<file path="src/rtl/seq_shifter.sv">
// rtl/seq_shifter.sv - iterative shifter, one bit position per clock, done strobe on completion
module seq_shifter #(
    parameter int WIDTH = 8,
    parameter int SHW   = 3
) (
    input  logic             clk,
    input  logic             rstn,
    input  logic             start,
    input  logic [WIDTH-1:0] in,
    input  logic [SHW-1:0]   shamt,
    input  logic             dir,
    input  logic [1:0]       mode,
    output logic             busy,
    output logic             done,
    output logic [WIDTH-1:0] out
);
    typedef enum logic {
        IDLE  = 1'b0,
        SHIFT = 1'b1
    } state_t;

    localparam logic [1:0] MODE_ARITH = 2'b01;
    localparam logic [1:0] MODE_ROT   = 2'b10;

    state_t           state_q;
    logic [WIDTH-1:0] data_q;
    logic [WIDTH-1:0] data_d;
    logic [WIDTH-1:0] out_q;
    logic [SHW-1:0]   cnt_q;
    logic             dir_q;
    logic [1:0]       mode_q;
    logic             busy_q;
    logic             done_q;

    // One-bit step; mode 11 falls through to the logical case.
    always_comb begin
        data_d = data_q;
        if (dir_q) begin
            if (mode_q == MODE_ROT) begin
                data_d = {data_q[WIDTH-2:0], data_q[WIDTH-1]};
            end else begin
                data_d = {data_q[WIDTH-2:0], 1'b0};
            end
        end else begin
            if (mode_q == MODE_ARITH) begin
                data_d = {data_q[WIDTH-1], data_q[WIDTH-1:1]};
            end else if (mode_q == MODE_ROT) begin
                data_d = {data_q[0], data_q[WIDTH-1:1]};
            end else begin
                data_d = {1'b0, data_q[WIDTH-1:1]};
            end
        end
    end

    always_ff @(posedge clk) begin
        if (!rstn) begin
            state_q <= IDLE;
            data_q  <= '0;
            out_q   <= '0;
            cnt_q   <= '0;
            dir_q   <= 1'b0;
            mode_q  <= 2'b00;
            busy_q  <= 1'b0;
            done_q  <= 1'b0;
        end else begin
            done_q <= 1'b0;
            if (state_q == IDLE) begin
                if (start) begin
                    data_q  <= in;
                    cnt_q   <= shamt;
                    dir_q   <= dir;
                    mode_q  <= mode;
                    busy_q  <= 1'b1;
                    state_q <= SHIFT;
                end
            end else begin
                // A zero count still spends one cycle here so shamt=0 yields a done pulse.
                if (cnt_q != '0) begin
                    data_q <= data_d;
                    cnt_q  <= cnt_q - SHW'(1);
                end else begin
                    out_q   <= data_q;
                    done_q  <= 1'b1;
                    busy_q  <= 1'b0;
                    state_q <= IDLE;
                end
            end
        end
    end

    assign busy = busy_q;
    assign done = done_q;
    assign out  = out_q;

endmodule

</file>
<file path="config.mk">
export PLATFORM = sky130hd
export DESIGN_NAME = seq_shifter
export DESIGN_NICKNAME = d
export VERILOG_FILES = /design/src/rtl/seq_shifter.sv
export SDC_FILE = /design/constraint.sdc
export NUM_CORES = 1
export LEC_CHECK = 0
export BUFFER_PORTS_ARGS = -buffer_cell sky130_fd_sc_hd__buf_4
export CAP_MARGIN = 25
export CORE_MARGIN = 3
export CORE_UTILIZATION = 52
export DETAILED_ROUTE_END_ITERATION = 16
export HOLD_SLACK_MARGIN = 0.12
export MAX_ROUTING_LAYER = met4
export PLACE_DENSITY = 0.77
export SYNTH_ARGS = -nofsm -noshare
export SYNTH_HDL_FRONTEND = slang
export SYNTH_SLANG_ARGS = --single-unit
</file>
<file path="constraint.sdc">
create_clock -name clk -period 1.53 [get_ports clk]
set_input_delay 0.0765 -clock clk [delete_from_list [all_inputs] [get_ports clk]]
set_output_delay 0.0765 -clock clk [all_outputs]
set_load 0.1 [all_outputs]
</file>
==> impl_metrics.csv <==
group,metric,value,unit
status,run_status,"finished clean",
place,dpl.hpwl,1.92,mm
worst_setup_path,regToRegStartpoint,"cnt_q[0]$_SDFFE_PN0P_",
clock_network,cts-htree-levels,1,
layout,antenna_cells,0,
worst_setup_path,crit_path_category,"flop to flop",
yosys,synth.cell_area,0.00119,sq mm
layout,layout_overhead_on_the_synthesized_area,35.0,%
sta,timing_hold_violations_final,0,
place,place.port_buffers,26,
floorplan,core.rowCount,16,
power_and_ir_drop,vdd_ir_drop_max,0.000753,V
detailed_routing,antenna_left,0,
yosys,ys_seq_area_frac,0.420,
worst_setup_path,regToRegSetupSlack,90,ps
detailed_routing,drt_first_iter_violations,28,
global_routing,grt_usage,0.229,
yosys,postSynthRegisterBits,25,
global_routing,grt_pass1_wl,4.66,mm
worst_setup_path,cp-end-kind,"flop",
sta,fmax,696,MHz
layout,final_cell_count_no_fill,207,
global_routing,antenna_found_initial,0,
sta,maxSlewViolCount,0,
yosys,synth-edff-count,0,
yosys,largest_cells_by_area_after_synthesis,"sky130_fd_sc_hd__dfxtp_1 42%, sky130_fd_sc_hd__mux2i_1 9.2%, sky130_fd_sc_hd__nand2_1 9.1%, sky130_fd_sc_hd__o21ai_2 5.1%, sky130_fd_sc_hd__a21oi_1 3.8%",
clock_network,num_cts_buffers,3,
yosys,ys.flop_type,"sky130_fd_sc_hd__dfxtp_1",
layout,layout.nets,200,
clock_network,clock_tree.buffer_depth,2,
min_path,hold_class,"input port to flop",
detailed_routing,postRouteWirelength,2.75,mm
yosys,avgSynthCellArea,8.76,sq um
sta,final.period_utilization,0.940,
clock_network,clk_pin_slew_worst_paths,130,ps
sta,finalClockSkew,4.93,ps
yosys,synth_fp_nets,155,
yosys,synth_largest_area_cell,"sky130_fd_sc_hd__dfxtp_1",
global_routing,first_global_vias,1090,
sta,setup_viol,0,
detailed_routing,wire_per_inst,13.3,microns
global_routing,maximum_number_of_pins_on_one_net_before_global_route_repair,21,
power_and_ir_drop,static-leakage-power,0.000656,uW
worst_setup_path,crit_fanout,10,
yosys,postSynthCellCount,136,
yosys,ys.warnings.count,0,
worst_setup_path,critPathRequiredTime,1780,ps
worst_setup_path,worstSetupStartpointType,"flop",
clock_network,cts_tree,"built",
clock_network,cts-root-buf,"sky130_fd_sc_hd__clkbuf_4",
yosys,synth_top_area_frac,0.420,
power_and_ir_drop,power_density,951,mW/mm^2
detailed_routing,routed_via_density,5.33,
power_and_ir_drop,power.total,1530,uW
worst_setup_path,crit_arrival,1690,ps
place,gp_routability_congestion,0.807,
detailed_routing,first_pass_iters,4,
floorplan,vertical_die_dimension,53.9,microns
global_routing,overall_overflow_remaining_after_global_route,0,
worst_setup_path,startpoint,"cnt_q[0]$_SDFFE_PN0P_",
yosys,synth.most_common_cell,"sky130_fd_sc_hd__nand2_1",
run,timing.max_cap.violations,0,
yosys,synthArstFlopShare,0,
floorplan,die_w,53.9,microns
clock_network,clk_latency,310,ps
detailed_routing,drc,0,
sta,tightestPinTransition,445,ps
sta,max-slew-margin-rel,0.703,
sta,min_period,1440,ps
detailed_routing,via_count,1103,
floorplan,area_of_the_core_region,0.00206,sq mm
floorplan,floorplan.io_pins,27,
floorplan,floorplan.initialDensity,0.578,
floorplan,die-area,0.00290,sq mm
layout,post_route_cells_drive_above_1_share,0.278,
yosys,synthDistinctLibCells,27,
min_path,worst_hold_startpoint,"start",
yosys,synth_common_cells,"29 x sky130_fd_sc_hd__nand2_1, 25 x sky130_fd_sc_hd__dfxtp_1, 11 x sky130_fd_sc_hd__mux2i_1",
clock_network,postCtsSetupRepairBufs,0,
clock_network,cts_num_sinks,25,
place,placed_cells,187,
==> stage by stage <==
step,util,TNS [ps],cell area (sq um),worst slack [ps],hold slack (ps)
floorplan,-,0,1190,229,224
global placement,0.687,0,1420,195,312
detailed placement,0.687,0,1420,130,330
CTS,0.777,0,1600,52.1,207
global route,0.780,-4.14,1610,-4.14,239
finish,0.780,0,1610,92.2,218
==> where the power goes <==
part	switching, uW	leakage, uW	internal [uW]
clock	189	0.0000150	102
combinational	286	0.000436	195
sequential	48.9	0.000205	709
total	524	0.000656	1010
==> metal layers <==
metal,part of all wire,vias up,track usage
li1,-,553,-
met2,0.52,37,0.393
met3,0.052,6,0.0388
met4,0.011,0,0.106
met1,0.42,507,0.256
met5,0,-,-
==> cells in the final DEF (no fill, tap or decap), drive strengths merged, types with 4 or more instances in the layout <==
master / netlist / routed
a21oi: 11 / 11
buf: 8 / 33
clkbuf: 1 / 4
dfxtp: 25 / 25
dlygate4sd3: 0 / 16
mux2i: 11 / 11
nand2: 30 / 30
nand3: 8 / 8
nor2: 9 / 9
o21ai: 13 / 13
==> critical path, stage by stage, from the launching register on <==
cell and delay (ps):
sky130_fd_sc_hd__dfxtp_1 350, sky130_fd_sc_hd__inv_1 70, sky130_fd_sc_hd__ha_1 220, sky130_fd_sc_hd__nand3b_1 130
sky130_fd_sc_hd__o21ai_2 160, sky130_fd_sc_hd__a31oi_1 220, sky130_fd_sc_hd__mux2i_1 220
==> sequential cells by signal, summed over array words and instances, names as in the netlist <==
name     count
done         1
data_q       8
mode_q       2
cnt_q        3
out          8
dir_q        1
state_q      1
busy         1
==> cell families after synthesis <==
group	Yosys count	synth area share
AND/OR/NAND/NOR	55	0.231
adder cells (fa/ha/maj)	2	0.0210
multiplexers	11	0.0924
buffers and inverters	13	0.0599
AO/OA/AOI/OAI	30	0.175
flip-flops	25	0.420
==> timing repair <==
action / in CTS / in global routing
gates resized for setup: 0 / 2
endpoints found under the hold margin: 15 / 0
setup endpoints to repair: 0 / 1
hold buffers: 16 / 0
==> area by class of cell <==
type | instances | area, sq um
clock buffer | 4 | 26.3
sequential | 25 | 502
timing repair buffer | 49 | 412
tap | 27 | 33.8
fill | 151 | 454
multi-input combinational | 98 | 619
inverter | 4 | 15.0
==> worst paths after layout <==
check | end | depth (start not counted)
worst max-delay path | data_q[7]$_SDFFE_PN0P_ | 6
worst min-delay path | cnt_q[1]$_SDFFE_PN0P_ | 4
worst max register to register | data_q[7]$_SDFFE_PN0P_ | 6
worst min register to register | out[5]$_SDFFE_PN0P_ | 2
No activity file was read; power rests on OpenSTA's default activity.
